<file path="src/rtl/controlador_configuracion.sv">
// Configuration-mode sequencer for the RTC display: turns debounced button levels into
// mode/cursor/blink controls for the text generator and one-cycle edit strobes for the RTC.
module controlador_configuracion #(
    parameter int unsigned BLINK_CYCLES   = 32'd25000000,
    parameter int unsigned TIMEOUT_CYCLES = 32'd1000000000
) (
    input  logic       clk,
    input  logic       reset,
    input  logic       btn_config,
    input  logic       btn_up,
    input  logic       btn_down,
    input  logic       btn_left,
    input  logic       btn_right,
    output logic [1:0] config_mode,
    output logic [1:0] cursor_location,
    output logic       parpadeo,
    output logic       inc_pulse,
    output logic       dec_pulse,
    output logic       commit,
    output logic [1:0] commit_mode
);

    typedef enum logic [1:0] {
        MODE0 = 2'd0,
        MODE1 = 2'd1,
        MODE2 = 2'd2,
        MODE3 = 2'd3
    } mode_t;

    typedef enum logic [2:0] {
        ACT_NONE   = 3'd0,
        ACT_CONFIG = 3'd1,
        ACT_UP     = 3'd2,
        ACT_DOWN   = 3'd3,
        ACT_LEFT   = 3'd4,
        ACT_RIGHT  = 3'd5
    } action_t;

    localparam logic [31:0] BLINK_LAST   = 32'(BLINK_CYCLES - 32'd1);
    localparam logic [31:0] TIMEOUT_LAST = 32'(TIMEOUT_CYCLES - 32'd1);

    // Button order in the vectors below: {config, up, down, left, right}
    logic [4:0]  btn_s;
    logic [4:0]  press_s;
    logic [4:0]  btn_q_r;
    action_t     action_s;
    mode_t       mode_next_s;
    logic [1:0]  cursor_max_s;
    logic [1:0]  cursor_left_s;
    logic [1:0]  cursor_right_s;

    mode_t       mode_r;
    logic [1:0]  cursor_r;
    logic        parpadeo_r;
    logic        inc_r;
    logic        dec_r;
    logic        commit_r;
    logic [1:0]  commit_mode_r;
    logic [31:0] blink_cnt_r;
    logic [31:0] idle_cnt_r;

    assign btn_s   = {btn_config, btn_up, btn_down, btn_left, btn_right};
    assign press_s = btn_s & ~btn_q_r;

    // Pick the single highest-priority new press; the rest are dropped this cycle
    always_comb begin
        action_s = ACT_NONE;
        if (press_s[4]) begin
            action_s = ACT_CONFIG;
        end else if (press_s[3]) begin
            action_s = ACT_UP;
        end else if (press_s[2]) begin
            action_s = ACT_DOWN;
        end else if (press_s[1]) begin
            action_s = ACT_LEFT;
        end else if (press_s[0]) begin
            action_s = ACT_RIGHT;
        end else begin
            action_s = ACT_NONE;
        end
    end

    // Next mode in the config cycle and cursor wrap limits for the current mode
    always_comb begin
        mode_next_s  = MODE0;
        cursor_max_s = 2'd3;
        case (mode_r)
            MODE0:   mode_next_s = MODE1;
            MODE1:   mode_next_s = MODE2;
            MODE2:   mode_next_s = MODE3;
            MODE3:   mode_next_s = MODE0;
            default: mode_next_s = MODE0;
        endcase
        if (mode_r == MODE3) begin
            cursor_max_s = 2'd2;
        end else begin
            cursor_max_s = 2'd3;
        end
        if (cursor_r == cursor_max_s) begin
            cursor_left_s = 2'd0;
        end else begin
            cursor_left_s = cursor_r + 2'd1;
        end
        if (cursor_r == 2'd0) begin
            cursor_right_s = cursor_max_s;
        end else begin
            cursor_right_s = cursor_r - 2'd1;
        end
    end

    // Mode FSM with cursor, blink, idle-timeout and strobe registers
    always_ff @(posedge clk or posedge reset) begin
        if (reset) begin
            btn_q_r       <= 5'b11111;
            mode_r        <= MODE0;
            cursor_r      <= 2'd0;
            parpadeo_r    <= 1'b0;
            inc_r         <= 1'b0;
            dec_r         <= 1'b0;
            commit_r      <= 1'b0;
            commit_mode_r <= 2'd0;
            blink_cnt_r   <= 32'd0;
            idle_cnt_r    <= 32'd0;
        end else begin
            btn_q_r  <= btn_s;
            inc_r    <= 1'b0;
            dec_r    <= 1'b0;
            commit_r <= 1'b0;
            if (mode_r == MODE0) begin
                blink_cnt_r <= 32'd0;
                idle_cnt_r  <= 32'd0;
                parpadeo_r  <= 1'b0;
                if (action_s == ACT_CONFIG) begin
                    mode_r     <= MODE1;
                    cursor_r   <= 2'd0;
                    parpadeo_r <= 1'b1;
                end
            end else if (action_s != ACT_NONE) begin
                blink_cnt_r <= 32'd0;
                idle_cnt_r  <= 32'd0;
                parpadeo_r  <= 1'b1;
                case (action_s)
                    ACT_CONFIG: begin
                        mode_r   <= mode_next_s;
                        cursor_r <= 2'd0;
                        if (mode_next_s == MODE0) begin
                            parpadeo_r    <= 1'b0;
                            commit_r      <= 1'b1;
                            commit_mode_r <= mode_r;
                        end
                    end
                    ACT_UP:    inc_r    <= 1'b1;
                    ACT_DOWN:  dec_r    <= 1'b1;
                    ACT_LEFT:  cursor_r <= cursor_left_s;
                    ACT_RIGHT: cursor_r <= cursor_right_s;
                    default: begin
                    end
                endcase
            end else if (idle_cnt_r == TIMEOUT_LAST) begin
                // Idle exit behaves exactly like a config-button exit
                mode_r        <= MODE0;
                cursor_r      <= 2'd0;
                parpadeo_r    <= 1'b0;
                commit_r      <= 1'b1;
                commit_mode_r <= mode_r;
                blink_cnt_r   <= 32'd0;
                idle_cnt_r    <= 32'd0;
            end else begin
                idle_cnt_r <= idle_cnt_r + 32'd1;
                if (blink_cnt_r == BLINK_LAST) begin
                    blink_cnt_r <= 32'd0;
                    parpadeo_r  <= ~parpadeo_r;
                end else begin
                    blink_cnt_r <= blink_cnt_r + 32'd1;
                end
            end
        end
    end

    assign config_mode     = mode_r;
    assign cursor_location = cursor_r;
    assign parpadeo        = parpadeo_r;
    assign inc_pulse       = inc_r;
    assign dec_pulse       = dec_r;
    assign commit          = commit_r;
    assign commit_mode     = commit_mode_r;

endmodule

</file>
<file path="config.mk">
export PLATFORM = sky130hd
export DESIGN_NAME = controlador_configuracion
export DESIGN_NICKNAME = d
export VERILOG_FILES = /design/src/rtl/controlador_configuracion.sv
export SDC_FILE = /design/constraint.sdc
export NUM_CORES = 1
export LEC_CHECK = 0
export CORE_UTILIZATION = 60
export DETAILED_ROUTE_END_ITERATION = 7
export GPL_TIMING_DRIVEN = 0
export MAX_ROUTING_LAYER = met4
export PLACE_DENSITY_LB_ADDON = 0.1
export SETUP_SLACK_MARGIN = 0.4
export SYNTH_ARGS = -nofsm -noshare
export SYNTH_HDL_FRONTEND = slang
export SYNTH_SLANG_ARGS = --single-unit
</file>
<file path="constraint.sdc">
create_clock -name clk -period 7.4 [get_ports clk]
set_input_delay 1.48 -clock clk [delete_from_list [all_inputs] [get_ports clk]]
set_output_delay 1.48 -clock clk [all_outputs]
set_load 0.01 [all_outputs]
</file>
==> results of run 1 <==
placed cells by master, fill, tap and decap left out, types with 4 or more instances in the layout:
master / n
sky130_fd_sc_hd__and2_1: 5
sky130_fd_sc_hd__and3_1: 5
sky130_fd_sc_hd__and4_1: 9
sky130_fd_sc_hd__buf_2: 6
sky130_fd_sc_hd__clkbuf_1: 12
sky130_fd_sc_hd__clkbuf_8: 9
sky130_fd_sc_hd__clkdlybuf4s50_1: 16
sky130_fd_sc_hd__dfrtp_1: 74
sky130_fd_sc_hd__dfstp_2: 5
sky130_fd_sc_hd__ha_1: 6
sky130_fd_sc_hd__inv_1: 15
sky130_fd_sc_hd__nand2_1: 28
sky130_fd_sc_hd__nand2b_1: 5
sky130_fd_sc_hd__nand3_1: 21
sky130_fd_sc_hd__nand4_1: 19
sky130_fd_sc_hd__nor2_1: 78
sky130_fd_sc_hd__nor2b_1: 4
sky130_fd_sc_hd__nor3_1: 13
sky130_fd_sc_hd__nor4_1: 16
sky130_fd_sc_hd__o21ai_0: 4
sky130_fd_sc_hd__or3_1: 5
sky130_fd_sc_hd__xnor2_1: 38
sky130_fd_sc_hd__xor2_1: 22
power by group:
group | switching (W) | total (W) | internal [W]
logic | 0.0000984 | 0.000177 | 0.0000788
registers | 0.0000208 | 0.000475 | 0.000454
clock network | 0.000148 | 0.000269 | 0.000122
total | 0.000267 | 0.000922 | 0.000655
metal layers:
| metal | vias up | part of all wire [%] |
|---|---|---|
| met5 | - | 0 |
| met4 | 0 | 1.8 |
| met3 | 14 | 4.8 |
| met2 | 92 | 46 |
| met1 | 1492 | 47 |
| li1 | 1480 | - |
cell families (layout without fill, tap and decap cells):
family / count (synthesis) / in the layout / share of synthesized area [%]
simple gates: 218 / 218 / 27.7
flops: 79 / 79 / 49.9
xor+xnor: 60 / 60 / 13.2
buf+inv: 30 / 63 / 3.02
compound gates: 18 / 18 / 3.24
fa+ha+maj: 6 / 6 / 1.89
mux: 4 / 4 / 1.07
through the flow:
| step | std cells | setup WS, ns | utilization [%] | power (W) | hold slack, ns |
|---|---|---|---|---|---|
| final | 525 | 4.04 | 69.1 | 0.000922 | 0.489 |
| after global routing | 525 | 3.92 | 69.1 | 0.000966 | 0.516 |
| after detailed placement | 509 | 3.70 | 66.8 | 0.000662 | 0.481 |
| after global placement | 508 | 2.72 | 66.3 | 0.000649 | 0.471 |
| after CTS | 525 | 4.06 | 69.1 | 0.000927 | 0.491 |
| after floorplan | 415 | 3.90 | - | 0.000589 | 0.455 |
sequential cells by signal, summed over array words and instances (netlist names), 2 cells and up:
register / cells
blink_cnt_r: 32
idle_cnt_r: 32
btn_q_r: 5
commit_mode: 2
config_mode: 2
cursor_location: 2
cell type report:
| cell class | instances | share of cell area, % |
|---|---|---|
| Buffer | 14 | 1.36 |
| Tap cell | 77 | 2.18 |
| Sequential cell | 79 | 44.9 |
| Inverter | 16 | 1.42 |
| Timing Repair Buffer | 17 | 4.25 |
| Multi-Input combinational cell | 306 | 42.4 |
| Clock inverter | 2 | 0.227 |
| Clock buffer | 14 | 3.23 |
worst paths after layout:
check	start	end	slack, ns	depth (start not counted)
max	btn_up	blink_cnt_r[9]	4.04	9
min	idle_cnt_r[0]	idle_cnt_r[0]	0.49	1
max reg2reg	idle_cnt_r[0]	commit_mode[1]	4.75	6
min reg2reg	idle_cnt_r[0]	idle_cnt_r[0]	0.49	1
max in group asynchronous	reset	btn_q_r[1]	5.42	3
min in group asynchronous	reset	blink_cnt_r[13]	1.38	2
==> run metrics, run 1 <==
worst max-slew margin expressed relative to the limit 20.5%; most area-hungry cell type in the Yosys netlist sky130_fd_sc_hd__dfrtp_1; maximum operating frequency 297 MHz; synthesis-stage register bit count 79; CTS tree built; cell-by-cell listing of the critical path clkdlybuf4s50_1 > nand2b_1 > clkbuf_1 > and3_1 > nand3_1 > or3_1 > clkbuf_1 > buf_2 > nor2_1; average via count per standard cell 5.86; I/O pin count 17; layout overhead on the synthesized area 11.0%; average cell area after synthesis 9.58 um^2; count of yosys warnings during synthesis 0; startpoint class of the critical path input pin; Worst Path Max Fanout 10; Num CTS Buffers 9; top post-synthesis cells by area sky130_fd_sc_hd__dfrtp_1 (47%), sky130_fd_sc_hd__xnor2_1 (8.4%), sky130_fd_sc_hd__nor2_1 (7.4%); Post-CTS Setup Repair Bufs 0; met2 routing resource usage after global routing 39.1%; IR drop worst, VDD 0.205 mV; gr usage total 25.3%; total number of vias 3078; post-cts sizing count 0; pin count of the biggest net entering global routing 68; number of hold buffers added after cts 0; total nets after synthesis 428; setup repair after global routing missed its margin false; top cells by count, synth sky130_fd_sc_hd__nor2_1 (78), sky130_fd_sc_hd__dfrtp_1 (74), sky130_fd_sc_hd__xnor2_1 (38); layout cell share with drive strength beyond 1 6.25%; unique cell type count in the Yosys netlist 40; filler cell count 501; number of antenna violations at the first check in global routing 0; total negative slack for setup checks 0 ns; gate family responsible for the most delay along the worst path simple AND/OR/NAND/NOR gates; footprint of the multi-input gates 1870 um^2; most used cell, CP sky130_fd_sc_hd__clkbuf_1; share of synthesized flip-flops with an asynchronous set or reset 100%; CP endpoint kind flop; die height 83.4 um; average detailed-routed wire length per instance 14.6 um; number of setup violations in the final report 0; GR Overflow Total 0; final wirelength 7690 um; portion of the post-synthesis area used by sequential elements 49.9%; DRC violation count after routing 0; area share of the largest cell type after synthesis 46.6%; Main synth FF type sky130_fd_sc_hd__dfrtp_1; library cell contributing the largest single delay on the critical path sky130_fd_sc_hd__clkdlybuf4s50_1; FP Rows 29; clock latency on the worst-skew pair 0.36 ns; Register Area 1980 um^2; top-count cell post-synth sky130_fd_sc_hd__nor2_1; net total in the final layout 456; met1 capacity usage during global routing 33.6%; total cell area at the placement stage 4260 um^2; Hold Violations, Final 0; clock transition at the registers of the reported paths 0.07 ns; maximum count of clock buffers along a single path 2; fin area 4420 um^2; Min-Delay Path Class flop to flop; CP Class input pin to flop; static leakage power 1.70 nW; wire length of the first global-routing pass 13700 um; run status finished, final reports clean; cell area power density 209 nW/um^2; Buf+Inv Stages, Crit Path 4; effective utilization at floorplan 62.3%; final count of pins violating max slew 0; root buffer selected by CTS sky130_fd_sc_hd__clkbuf_8; die boundary width 83.4 um; fraction of the cycle the final worst path needs 45.4%; clock tree skew after final layout 0.0151 ns; EDFF count, synth 0; global-route layer with the greatest usage met2; Worst path max stage delay 0.42 ns; met3 Usage GRT 4.97%; number of detailed-route iterations in the first pass 5; Worst Max-Slew Pin Slew 1.18 ns; ANT cells 0; DRT antenna net count 0; post-layout min period 3.36 ns; input/output buffers 16; Critical Path AT 3.64 ns; die area 6960 um^2; initial DRC count 247; Post-Synthesis Cell Area 3980 um^2; Post-Synthesis Cells 415; Detailed Place HPWL 5470 um; Routability Congestion 0.882; via count of the first global-routing pass 2975; max cap viols 0; number of levels the H-tree was split into 3; worst endpoint required time 7.67 ns; sink count of the clock tree 79; core footprint 6390 um^2
Power figures use the tool's default switching activity.
==> inputs of run 2 (changes only) <==
==> constraint.sdc (replaced) <==
create_clock -name clk -period 3.2 [get_ports clk]
set_input_delay 0.64 -clock clk [delete_from_list [all_inputs] [get_ports clk]]
set_output_delay 0.64 -clock clk [all_outputs]
set_load 0.01 [all_outputs]
==> results of run 2 <==
Same layout as run 1 (identical final DEF). Status: finished, final reports clean.
Main changes from that run: setup slack after placement 3.70 ns -> 0.339 ns; setup slack after layout 4.04 ns -> 0.553 ns; start point of the critical path btn_up -> idle_cnt_r[0]; end point of the critical path blink_cnt_r[9] -> commit_mode[1]; register-to-register setup slack 4.75 ns -> 0.55 ns; total power 0.000922 W -> 0.00213 W; worst IR drop on VDD 0.205 mV -> 0.474 mV
==> inputs of run 3 (changes only) <==
==> constraint.sdc (replaced) <==
create_clock -name clk -period 2.5 [get_ports clk]
set_input_delay 0.5 -clock clk [delete_from_list [all_inputs] [get_ports clk]]
set_output_delay 0.5 -clock clk [all_outputs]
set_load 0.01 [all_outputs]
==> run metrics, run 3 (synthesis gave the netlist of run 1 again) <==
run status finished, final reports clean (unchanged); core footprint 6390 um^2 (unchanged); total number of vias 3018 (was 3078); average detailed-routed wire length per instance 14.5 um (was 14.6 um); DRC violation count after routing 0 (unchanged); average via count per standard cell 5.63 (was 5.86); input/output buffers 16 (unchanged); CP endpoint kind flop (unchanged); layout cell share with drive strength beyond 1 14.6% (was 6.25%); static leakage power 1.89 nW (was 1.70 nW); worst endpoint required time 2.72 ns (was 3.43 ns); ANT cells 0 (unchanged); final wirelength 7790 um (was 7690 um); via count of the first global-routing pass 2936 (was 2975); worst hold margin 0.489 ns (about the same); Cells on Worst Hold Path 1 (unchanged); layout overhead on the synthesized area 19.4% (was 11.0%); number of setup violations in the final report 0 (unchanged); FP Rows 29 (unchanged); startpoint class of the critical path flop (unchanged); Num CTS Buffers 9 (unchanged); Regs by FF count blink_cnt_r: 32 flops, idle_cnt_r: 32 flops, btn_q_r: 5 flops (unchanged); pin count of the biggest net entering global routing 42 (was 68); wire length of the first global-routing pass 13100 um (was 13700 um); total power 0.00305 W (was 0.00213 W); maximum operating frequency 432 MHz (was 378 MHz); CTS tree built (unchanged); Min-Delay Path Class flop to flop (unchanged); cell area power density 643 nW/um^2 (was 483 nW/um^2); post-layout min period 2.31 ns (was 2.65 ns); footprint of the multi-input gates 2020 um^2 (was 1870 um^2); DRT antenna net count 0 (unchanged); number of antenna violations at the first check in global routing 0 (unchanged); net total in the final layout 468 (was 456); maximum count of clock buffers along a single path 2 (unchanged); die height 83.4 um (unchanged); number of cells on the worst reg-to-reg path 5 (was 6); Worst Max-Slew Pin Slew 0.881 ns (was 1.18 ns); initial DRC count 111 (was 247); I/O pin count 17 (unchanged); most frequent cells in the layout sky130_fd_sc_hd__nor2_1 (77), sky130_fd_sc_hd__dfrtp_1 (73), sky130_fd_sc_hd__xnor2_1 (38), sky130_fd_sc_hd__nand2_1 (28), sky130_fd_sc_hd__xor2_1 (22) (was sky130_fd_sc_hd__nor2_1 (78), sky130_fd_sc_hd__dfrtp_1 (74), sky130_fd_sc_hd__xnor2_1 (38), sky130_fd_sc_hd__nand2_1 (28), sky130_fd_sc_hd__xor2_1 (22)); clock tree skew after final layout 0.0120 ns (was 0.0151 ns); FF-to-FF setup slack 0.19 ns (was 0.55 ns); die area 6960 um^2 (unchanged); die boundary width 83.4 um (unchanged); sink count of the clock tree 79 (unchanged); CP Class flop to flop (unchanged); most frequent standard cell in the layout excluding fill and tap cells sky130_fd_sc_hd__nor2_1 (unchanged); clock transition at the registers of the reported paths 0.08 ns (was 0.07 ns); setup repair after global routing missed its margin true (was false); fraction of the cycle the final worst path needs 92.5% (was 82.7%); Detailed Place HPWL 5160 um (was 5470 um); GR Overflow Total 0 (unchanged); final count of pins violating max slew 0 (unchanged); worst reg2reg path startpoint idle_cnt_r[8] (was idle_cnt_r[0]); Worst Path Max Fanout 3 (was 6); launch instance of the worst min-delay path commit_mode[1] (was idle_cnt_r[0]); Critical Path AT 2.54 ns (was 2.88 ns); IR drop worst, VDD 0.489 mV (was 0.474 mV); reg-to-reg critical path endpoint commit_mode[1] (unchanged); filler cell count 437 (was 501); clock latency on the worst-skew pair 0.35 ns (was 0.36 ns); effective utilization at floorplan 62.3% (unchanged); worst max-slew margin expressed relative to the limit 41.1% (was 20.5%); number of hold buffers added after cts 0 (unchanged); Routability Congestion 0.918 (was 0.882); Register Area 1980 um^2 (about the same); number of levels the H-tree was split into 3 (unchanged); root buffer selected by CTS sky130_fd_sc_hd__clkbuf_8 (unchanged); gr usage total 24.3% (was 25.3%); Endpoint, Worst Hold commit_mode[1] (was idle_cnt_r[0]); Hold Violations, Final 0 (unchanged); max cap viols 0 (unchanged); number of detailed-route iterations in the first pass 4 (was 5)
-- run 3: changes by cell type in the layout (fill, tap and decap cells not counted), moves of 4 or more --
cell / before / now
sky130_fd_sc_hd__nor3_2: 0 / 4
sky130_fd_sc_hd__nor3_1: 13 / 9
sky130_fd_sc_hd__clkbuf_1: 12 / 4
sky130_fd_sc_hd__buf_4: 0 / 17
sky130_fd_sc_hd__buf_2: 6 / 1
sky130_fd_sc_hd__nor4_4: 0 / 4
sky130_fd_sc_hd__nor4_1: 16 / 9
-- run 3: worst max-delay path by stage --
| stage | startpoint | to | cells past startpoint |
|---|---|---|---|
| CTS | idle_cnt_r[1] | commit_mode[0] | 6 |
| global route | idle_cnt_r[1] | commit_mode[0] | 6 |
| detailed placement | btn_up | blink_cnt_r[9] | 9 |
| finish | idle_cnt_r[8] | commit_mode[1] | 5 |
| floorplan | idle_cnt_r[0] | commit_mode[1] | 6 |
| global placement | btn_up | blink_cnt_r[13] | 9 |
-- run 3: report_power, final --
part	internal (W)	switching, W	total, W	leakage, nW
Sequential	0.00135	0.0000577	0.00140	1.08
Combinational	0.000258	0.000297	0.000555	0.703
Clock	0.000658	0.000439	0.00110	0.113
-- run 3: metrics by stage --
stage	util [%]	setup WS, ns	cells	area [um^2]	setup TNS, ns
3_5_place_dp	67.0	-0.175	509	4280	-4.59
6_report	74.4	0.187	536	4750	0
2_1_floorplan	-	0.304	415	4010	0
4_1_cts	72.0	0.217	530	4600	0
3_3_place_gp	66.7	-0.132	508	4260	-3.69
5_1_grt	74.4	0.144	536	4750	0
-- run 3: final cells by class --
type | instances | area share (%)
sequential | 79 | 41.8
inverter | 16 | 1.34
buffer | 14 | 1.92
clock buffer | 11 | 2.77
multi-input combinational | 306 | 42.5
clock inverter | 4 | 2.00
tap | 77 | 2.03
timing repair buffer | 29 | 5.69
-- run 3: worst max-delay path, stage by stage, from the launching register on --
cell and delay (ns):
sky130_fd_sc_hd__dfrtp_1 0.39, sky130_fd_sc_hd__nand4_1 0.24, sky130_fd_sc_hd__or4_4 0.56, sky130_fd_sc_hd__or4_4 0.51, sky130_fd_sc_hd__a21oi_4 0.17, sky130_fd_sc_hd__mux2_1 0.33
-- run 3: layer usage --
layer	track usage, %	wire (um)	up-vias
met2	38.3	3770	52
met3	3.88	252	13
met5	-	0	-
li1	-	-	1491
met4	11.6	127	0
met1	30.9	3640	1462
-- run 3: timing repair --
item                       in CTS  in global routing
pin swaps                       1                  1
setup endpoints to repair      65                 63
resized for setup              14                 28
buffers inserted                6                  6
